File: src/rtl/raster_scheduler.sv
// rtl/raster_scheduler.sv - per-frame triangle fetch/issue scheduler with optional back-buffer clear
// Define RASTER_SCHED_CLEAR_EN to include the back-buffer clear pass before triangle fetch.
module raster_scheduler #(
  parameter int WIDTH   = 360,
  parameter int HEIGHT  = 360,
  parameter int NUM_TRI = 64,
  parameter int ROM_LAT = 2,
  localparam int TW     = $clog2(NUM_TRI)
) (
  input  logic          clk_in,
  input  logic          rst_in,
  input  logic          new_frame,
  input  logic [TW:0]   tri_count_in,
  input  logic          raster_ready_in,
  output logic [TW-1:0] tri_addr_out,
  output logic          tri_valid_out,
  output logic          obj_done_out,
  output logic          swap_out,
  output logic [16:0]   clear_addr_out,
  output logic          clear_we_out,
  output logic [16:0]   clear_data_out,
  output logic          busy_out,
  output logic [7:0]    overrun_out
);

  localparam int RW = $clog2(ROM_LAT + 1);
  localparam logic [RW-1:0] ROM_LAST = RW'(ROM_LAT - 1);
  localparam logic [TW:0]   MAX_CNT  = (TW + 1)'(NUM_TRI);

  typedef enum logic [2:0] {IDLE, CLEAR, FETCH, WAIT_ROM, ISSUE, WAIT_RAST, DONE} state_t;

  state_t        state_q, state_d;
  logic [TW:0]   idx_q, idx_d, count_q, count_d;
  logic [TW-1:0] addr_q, addr_d;
  logic [RW-1:0] rom_cnt_q, rom_cnt_d;
  logic          seen_low_q, seen_low_d;
  logic          swap_q, swap_d;
  logic [7:0]    overrun_q, overrun_d;
  logic          idle_like;

`ifdef RASTER_SCHED_CLEAR_EN
  localparam logic [16:0] CLEAR_LAST = 17'(WIDTH * HEIGHT - 1);
  logic [16:0] clr_q, clr_d;
`endif

  assign idle_like = (state_q == IDLE) || (state_q == DONE);

  always_comb begin
    state_d    = state_q;
    idx_d      = idx_q;
    count_d    = count_q;
    addr_d     = addr_q;
    rom_cnt_d  = rom_cnt_q;
    seen_low_d = seen_low_q;
    swap_d     = 1'b0;
    overrun_d  = overrun_q;
`ifdef RASTER_SCHED_CLEAR_EN
    clr_d      = clr_q;
`endif
    // A frame start that arrives while busy is dropped, only counted.
    if (new_frame && !idle_like && overrun_q != 8'hFF) overrun_d = overrun_q + 8'd1;
    case (state_q)
      IDLE, DONE: begin
        if (new_frame) begin
          swap_d  = (state_q == DONE);
          count_d = (tri_count_in > MAX_CNT) ? MAX_CNT : tri_count_in;
          idx_d   = '0;
`ifdef RASTER_SCHED_CLEAR_EN
          clr_d   = '0;
          state_d = CLEAR;
`else
          state_d = FETCH;
`endif
        end
      end
      CLEAR: begin
`ifdef RASTER_SCHED_CLEAR_EN
        if (clr_q == CLEAR_LAST) begin
          clr_d   = '0;
          state_d = FETCH;
        end else begin
          clr_d = clr_q + 17'd1;
        end
`else
        state_d = FETCH;
`endif
      end
      FETCH: begin
        if (idx_q == count_q) begin
          state_d = DONE;
        end else begin
          addr_d    = idx_q[TW-1:0];
          rom_cnt_d = '0;
          state_d   = WAIT_ROM;
        end
      end
      WAIT_ROM: begin
        if (rom_cnt_q == ROM_LAST) state_d = ISSUE;
        else rom_cnt_d = rom_cnt_q + RW'(1);
      end
      ISSUE: begin
        if (raster_ready_in) begin
          idx_d      = idx_q + (TW + 1)'(1);
          seen_low_d = 1'b0;
          state_d    = WAIT_RAST;
        end
      end
      WAIT_RAST: begin
        // Rasterizer acknowledges completion by a low-then-high ready.
        if (!raster_ready_in) seen_low_d = 1'b1;
        else if (seen_low_q) state_d = FETCH;
      end
      default: state_d = IDLE;
    endcase
  end

  always_ff @(posedge clk_in) begin
    if (!rst_in) begin
      state_q    <= IDLE;
      idx_q      <= '0;
      count_q    <= '0;
      addr_q     <= '0;
      rom_cnt_q  <= '0;
      seen_low_q <= 1'b0;
      swap_q     <= 1'b0;
      overrun_q  <= '0;
`ifdef RASTER_SCHED_CLEAR_EN
      clr_q      <= '0;
`endif
    end else begin
      state_q    <= state_d;
      idx_q      <= idx_d;
      count_q    <= count_d;
      addr_q     <= addr_d;
      rom_cnt_q  <= rom_cnt_d;
      seen_low_q <= seen_low_d;
      swap_q     <= swap_d;
      overrun_q  <= overrun_d;
`ifdef RASTER_SCHED_CLEAR_EN
      clr_q      <= clr_d;
`endif
    end
  end

  assign tri_addr_out   = addr_q;
  assign tri_valid_out  = (state_q == ISSUE);
  assign obj_done_out   = tri_valid_out && ((idx_q + (TW + 1)'(1)) == count_q);
  assign swap_out       = swap_q;
  assign busy_out       = !idle_like;
  assign overrun_out    = overrun_q;
  assign clear_data_out = {8'h00, 9'h1FF};
`ifdef RASTER_SCHED_CLEAR_EN
  assign clear_addr_out = clr_q;
  assign clear_we_out   = (state_q == CLEAR);
`else
  assign clear_addr_out = '0;
  assign clear_we_out   = 1'b0;
`endif

endmodule

File: config.mk
export PLATFORM = sky130hd
export DESIGN_NAME = raster_scheduler
export DESIGN_NICKNAME = d
export VERILOG_FILES = /design/src/rtl/raster_scheduler.sv
export SDC_FILE = /design/constraint.sdc
export NUM_CORES = 1
export LEC_CHECK = 0
export CAP_MARGIN = 25
export CORE_MARGIN = 4
export CORE_UTILIZATION = 45
export DETAILED_ROUTE_END_ITERATION = 7
export PLACE_DENSITY = 0.75
export SLEW_MARGIN = 15
export SYNTH_ARGS = -nofsm -noshare
export SYNTH_HDL_FRONTEND = slang
export SYNTH_SLANG_ARGS = --single-unit
File: constraint.sdc
create_clock -name clk_in -period 1.9 [get_ports clk_in]
set_clock_uncertainty 0.1 [all_clocks]
set_input_delay 0.19 -clock clk_in [delete_from_list [all_inputs] [get_ports clk_in]]
set_output_delay 0.19 -clock clk_in [all_outputs]
set_load 0.005 [all_outputs]
[After elaboration in Yosys (flattened, before gate mapping)]
Cells that the tools add are included.
Cells by class
  multiplexer cells: 17
  $lt $le $gt $ge: 1
  reduce and logical (&&, ||, !) cells: 17
  add/sub/neg operators: 3
  bitwise operators: 1
  eq/ne operators: 18
Operators with widths (count)
  2-to-1 mux 7 bit: 3
  2-to-1 mux 3 bit: 6
  case mux 3 bit (6 select lines): 1
  != test 2 bit (second input constant): 8
  == test 7 bit: 2
  case mux 7 bit (2 select lines): 1
  AND reduction 3 bit: 4
  == test 3 bit (second input constant): 3
  adder 8 x 1 -> 8 bit (second input constant): 1
  != test 8 bit (second input constant): 1
  adder 7 x 1 -> 7 bit (second input constant): 1
  greater-than comparator 7 bit (second input constant): 1
  == test 3 x 2 -> 1 bit (second input constant): 2
  nonzero test 2 bit: 3
  AND reduction 5 bit: 1
  2-to-1 mux 2 bit: 2
  case mux 2 bit (2 select lines): 1
  AND reduction 2 bit: 2
  == test 3 x 1 -> 1 bit (second input constant): 1
  logical AND 1 bit: 3
  logical NOT 3 bit: 1
  adder 2 x 1 -> 2 bit (second input constant): 1
  == test 2 x 1 -> 1 bit (second input constant): 1
  2-to-1 mux 1 bit: 2
  other kinds (5): 5
Word-level totals
  word-level logic and storage cells: 65
  flip-flop bits (word level): 35

[Logic depth before layout (Yosys ltp)]
Gate-level depths: netlist of run 1.
  depth after elaboration: 5
  mapped depth: 6
  gate-level depth less buffers: 6

[Worst setup path after synthesis of run 1]
No wires, ideal clock.
  path kind: reg-to-output
  start: register idx_q[0]
  end: output port obj_done_out
  cell stages (with the launch flop): 6
  required time: 1.610 ns
  slack: 0.113 ns
  arrival time: 1.497 ns
  path buffers: 0
  path through: dfxtp_1 > ha_1 > nor3b_1 > a21oi_1 > a211o_1 > a2111oi_2
Between the ends
  word-level cells in the longest chain between the ends: 3
Ends and longest elaborated chain
  from (decl): RTL line 33  | logic [TW:0] idx_q, idx_d, count_q, count_d;
  from (signal assigned): RTL line 132  | idx_q <= idx_d;
  adder 7 x 1 -> 7 bit: RTL line 147  | assign obj_done_out = tri_valid_out && ((idx_q + (TW + 1)'(1)) == count_q);
  == test 7 bit: RTL line 147
  logical AND 1 bit: RTL line 147
  to (decl): RTL line 17  | output logic obj_done_out,
Every way passes these cells.

[Worst setup path in the final report of run 1]
Same ends and word-level chain as after synthesis.

==> results.txt, run 1 <==
status = complete, but fails checks
violated checks = setup timing
die area = 6400 sq um
All-Layer GR Usage = 16.9%
Internal = 1.80 mW
crit path max fanout = 5
worst skew pair latency = 280 ps
area taken by multi-input logic gates = 1370 sq um
post-synthesis xor/xnor area fraction = 4.82%
YS warnings = 0
H-tree lvl count = 2
fin util = 59.2%
Tightest Pin Transition = 538 ps
gp weighted congestion = 0.858
DIE HEIGHT = 80.0 um
CP Buf/Inv Count = 1
1st-iter DRT viols = 89
CP peak stage delay = 360 ps
antenna viol nets, final = 0
Starting Density = 47.8%
commonest non-fill, non-tap cell in the layout = conb_1
Pleak = 1.16 nW
Crit. End Element = output pin
Post-DP HPWL = 3710 um
number of diodes = 0
CTS sink count = 35
# hold bufs at CTS = 0
max-slew violations = 0
vias in the first global route = 1,860
GR Overflow Total = 0
Largest delay share family, worst path = compound AO/OA/AOI/OAI gates
CTS Buf Count = 5
Synth Area in Simple Gates = 22.3%
Sw Ratio = 35.0%
Clock power frac = 21.4%
crit start category = flop
1st-pass router iterations = 4
slowest cell on the critical path = dfxtp_2
Seq/Total Area, Yosys = 30.0%
clk slew on worst S/H paths = 70 ps
final setup violation count = 1
fin nets = 331
Worst IR Drop VDD = 0.000419 V
I/O Pins = 64
period utilization = 109%
routed vias = 1,943
Seq. cell area = 709 sq um
main combinational cell family by area after synthesis = simple AND/OR/NAND/NOR gates
chip width = 80.0 um
routed wire length per instance = 13.3 um
met3 wire length = 340 um
initial antenna violation count = 0
CTS tree = done
Post-Synth Adder-Cell Area = 1.61%
largest net degree at the start of global routing = 28
Core Area = 4880 sq um
total wire length = 5130 um
first-pass GRT wire length = 8610 um
flops & latches, synth = 35
number of remaining DRC errors = 0
Mapped Area = 2330 sq um
Synth Flop Type = dfxtp_1
Met1 Wirelength = 2270 um
top layer in use = met4
Port Buf Inserts = 28
area delta synth->final = 23.7%
DR vias/cell = 5.05
Post-Syn Instances = 261
critical path class = flop to output pin
Clock Root Buffer = clkbuf_8
fill count = 451
met2 WL = 2440 um
max-cap violations = 0
Pwr Density = 957 nW/um^2
max_slew headroom = 64.0%
share of power burned in registers = 31.7%
row cnt = 25
Peak Freq = 0.482 GHz
buffer depth of the longest clock path = 2
Hold Crit Class = flop to flop
fin crit period = 2080 ps
crit path DAT = 1790 ps
Avg Cell Area, Syn = 8.95 sq um
synth unique cells = 63
RSZ-0062 raised after global routing = yes
final-report hold violation count = 0
sw power = 966 uW
most frequent cells in the layout = conb_1 (35), buf_4 (33), dfxtp_1 (30)
worst path cell trace = ha_4 -> nor3b_4 -> a21oi_1 -> a211o_1 -> a2111oi_2 -> buf_2
Critical Path RT = 1610 ps
total power = 2.76 mW
combinational fraction of design power = 46.9%
layout cells sized above 1 = 21.7%
FFs w/ async S/R, synth = 0%
Post-synth EDFFs = 0
complex-gate fraction of the synthesized area = 15.3%
mux cell area share after synthesis = 7.82%
PnR worst setup slack = -176 ps
## registers in the layout, indices dropped and copies added, names as in the netlist
signal and flops:
swap_out 1, rom_cnt_q 2, state_q 3, count_q 7, overrun_out 8, tri_addr_out 6, idx_q 7, seen_low_q 1
## worst paths after layout
check	startpoint	end	slack, ps	cells after the start
hold reg to reg	tri_addr_out[4]	tri_addr_out[4]	360	2
setup reg to reg	idx_q[0]	state_q[0]	120	7
setup / recovery	idx_q[0]	obj_done_out	-180	6
hold / removal	tri_addr_out[4]	tri_addr_out[4]	360	2
## cells in the mapped netlist, types with 4 or more instances
cell type / n / area (sq um)
buf_4: 36 / 270
dfxtp_1: 35 / 701
nor2_1: 19 / 71.3
nand2_1: 18 / 67.6
mux2i_1: 16 / 160
a21oi_1: 12 / 60.1
nand3_1: 11 / 55.1
xor2_1: 7 / 61.3
nor2b_1: 6 / 37.5
inv_1: 5 / 18.8
nand4_1: 5 / 31.3
buf_6: 4 / 45.0
clkbuf_1: 4 / 15.0
o21ai_1: 4 / 20.0
xnor2_1: 4 / 35.0
## layer usage
metal,global-route usage [%],vias up
met2,27.2,66
met4,6.93,0
met5,0,-
met1,22.4,897
li1,-,969
met3,2.71,11
## repair_timing
action | 4_1_cts | 5_1_grt
setup buffers | 0 | 3
pin swaps | 1 | 3
setup endpoints to repair | 2 | 5
endpoints found under the hold margin | 0 | 0
gates resized for setup | 14 | 4
## cells by family after synthesis
family,after synthesis
AO/OA/AOI/OAI,47
buffers and inverters,57
AND/OR/NAND/NOR,88
flip-flops,35
XOR/XNOR,12
multiplexers,17
adder cells (fa/ha/maj),3
other,2
## tightest hold or removal path, stage by stage (launching register included)
cell and delay [ps]:
dfxtp_1 310, nand2_1 50, mux2i_1 50
## stage by stage
step	setup WS, ps	hold WS (ps)	TNS (ps)	area [sq um]	instances
finish	-176	364	-176	2890	385
global route	-242	381	-242	2890	385
CTS	-228	367	-228	2840	382
detailed placement	-420	346	-568	2720	374
global placement	-382	350	-492	2720	374
floorplan	113	237	0	2460	294
## area by class of cell
cell class                      count  area share (%)
Multi-Input combinational cell    202            47.6
Timing Repair Buffer               65            20.4
Tap cell                           67            2.90
Inverter                            8            1.13
Sequential cell                    35            24.6
Clock buffer                        8            3.47
## power groups by stage
stage	Sequential (mW)	Clock, mW	Combinational [mW]
finish	0.876	0.591	1.30
global route	0.885	0.645	1.42
CTS	0.869	0.610	1.23
detailed placement	0.877	0	1.23
global placement	0.875	0	1.19
floorplan	0.883	0	0.872
(Power assumes the default switching activity.)
==> run 2, diff against run 1 <==
Settings changed: ABC_AREA set to 1, PLACE_DENSITY 0.75 to 0.77.
==> results.txt, run 2 <==
status = completed
critical path class = flop to flop
synth cell count leaders = nand2_1 (74), buf_4 (35), dfxtp_1 (35)
initial antenna violation count = 0
Peak Freq = 0.527 GHz
flops & latches, synth = 35
max-cap violations = 0
Starting Density = 47.8%
synth unique cells = 31
Post-synth EDFFs = 0
number of remaining DRC errors = 0
max-slew violations = 0
Post-Syn Instances = 306
chip width = 77.2 um
All-Layer GR Usage = 16.3%
Pleak = 1.20 nW
CP Buf/Inv Count = 8
CTS sink count = 35
H-tree lvl count = 2
DR vias/cell = 4.73
crit path max fanout = 3
crit start category = flop
largest net degree at the start of global routing = 18
final setup violation count = 0
top cells by area, synth = dfxtp_1 (33%), nand2_1 (13%), buf_4 (12%), a21oi_1 (5.6%), nor2_1 (5.4%)
Clock Root Buffer = clkbuf_8
FFs w/ async S/R, synth = 0%
final-report hold violation count = 0
Port Buf Inserts = 28
Largest delay share family, worst path = buffers and inverters
1st-pass router iterations = 5
layout cells sized above 1 = 20.7%
CTS Buf Count = 5
slowest cell on the critical path = dfxtp_4
M3 GR Usage = 4.45%
routed vias = 1,961
vias in the first global route = 1,781
buffer depth of the longest clock path = 2
total wire length = 4770 um
crit path DAT = 1980 ps
max FFs per register = 8
number of diodes = 0
# hold bufs at CTS = 0
GR Overflow Total = 0
Post-DP HPWL = 3500 um
routed wire length per instance = 11.5 um
placed cells = 398
CTS tree = done
Core Area = 4500 sq um
Critical Path Most Common Cell = buf_4
fill count = 419
Avg Cell Area, Syn = 7.03 sq um
Critical Path RT = 1990 ps
worst skew pair latency = 290 ps
total power = 2.89 mW
share of the synthesized area in the top cell type = 32.6%
busiest grt layer = met2
most frequent cell after synthesis = nand2_1
clk slew on worst S/H paths = 80 ps
Seq/Total Area, Yosys = 32.6%
M1 GR Usage = 18.2%
gp weighted congestion = 0.878
area leader, netlist = dfxtp_1
commonest non-fill, non-tap cell in the layout = nand2_1
Mapped Area = 2150 sq um
Synth Flop Type = dfxtp_1
first-pass GRT wire length = 7850 um
CP peak stage delay = 360 ps
Global Route met2 Usage = 28.9%
1st-iter DRT viols = 62
I/O Pins = 64
period utilization = 99.8%
Layout Cells excl Fill = 415
fin crit period = 1900 ps
tightest hold margin = 345 ps
fin nets = 376
antenna viol nets, final = 0
Crit. End Element = flop
YS warnings = 0
Worst IR Drop VDD = 0.000729 V
Pwr Density = 1060 nW/um^2
Hold Crit Class = input pin to flop
DIE HEIGHT = 77.2 um
most frequent cells in the layout = nand2_1 (74), conb_1 (35), dfxtp_1 (31)
row cnt = 24
area delta synth->final = 26.7%
die area = 5950 sq um
RSZ-0062 raised after global routing = yes
worst path cell trace = buf_6 -> nand3_4 -> xor2_2 -> inv_1 -> buf_4 -> buf_4 -> buf_4 -> buf_4 -> buf_4 -> buf_4 -> a21oi_2 -> nor2_1
-- run 2: kinds of logic after synthesis --
kind of cell	count (synthesis)	synth area share (%)
and+or+nand+nor	149	32.6
buffers and inverters	67	17.9
AOI/OAI and AO/OA	40	10.4
DFF	35	32.6
xor gates and xnor gates	10	4.42
adders and majority gates	3	1.74
other	2	0.349
-- run 2: final cells by class --
| class | instances | area (sq um) | share of cell area (%) |
|---|---|---|---|
| clock inverters | 2 | 35.0 | 1.28 |
| repair buffers | 54 | 480 | 17.6 |
| inverters | 29 | 111 | 4.08 |
| multi-input cells | 237 | 1240 | 45.6 |
| flip-flops and latches | 35 | 708 | 26.0 |
| clock buffers | 6 | 82.6 | 3.03 |
| well taps | 52 | 65.1 | 2.39 |
-- run 2: final timing paths --
| kind | start | to | slack [ps] | depth (start not counted) |
|---|---|---|---|---|
| min reg2reg | tri_addr_out[5] | tri_addr_out[5] | 360 | 2 |
| max | idx_q[0] | idx_q[3] | 3 | 12 |
| min | tri_count_in[2] | count_q[2] | 350 | 3 |
| max reg2reg | idx_q[0] | idx_q[3] | 3 | 12 |
-- run 2: worst register-to-register path: cells and delay by family, from the launching register on --
family                    cells  cell delay [ps]
AOI/OAI and AO/OA             1              120
xor gates and xnor gates      1              150
buffers and inverters         8              940
DFF                           1              360
and+or+nand+nor               2              120
-- run 2: layer usage --
metal  up-vias  share of wire (%)
li1       1010                  -
met1       882                 43
met2        59                 49
met3        10                5.9
met4         0                1.8
met5         -                  0
-- run 2: through the flow --
| step | worst slack [ps] | util [%] | TNS [ps] | area, sq um |
|---|---|---|---|---|
| 2_1_floorplan | 316 | - | 0 | 2280 |
| 3_3_place_gp | -73.4 | 54.9 | -73.4 | 2470 |
| 3_5_place_dp | -117 | 54.9 | -117 | 2470 |
| 4_1_cts | 15.0 | 60.3 | 0 | 2720 |
| 5_1_grt | -96.3 | 60.5 | -171 | 2730 |
| 6_report | 2.98 | 60.5 | 0 | 2730 |
-- run 2: report_power, final --
group	total, mW	internal [mW]	switching (mW)
Clock	0.705	0.425	0.280
Combinational	1.27	0.483	0.784
Sequential	0.913	0.826	0.0861
-- run 2: timing repair --
| action | 4_1_cts | 5_1_grt |
|---|---|---|
| setup endpoints to repair | 1 | 3 |
| resized for setup | 19 | 3 |
| pin swaps | 6 | 0 |
| buffers inserted | 9 | 0 |
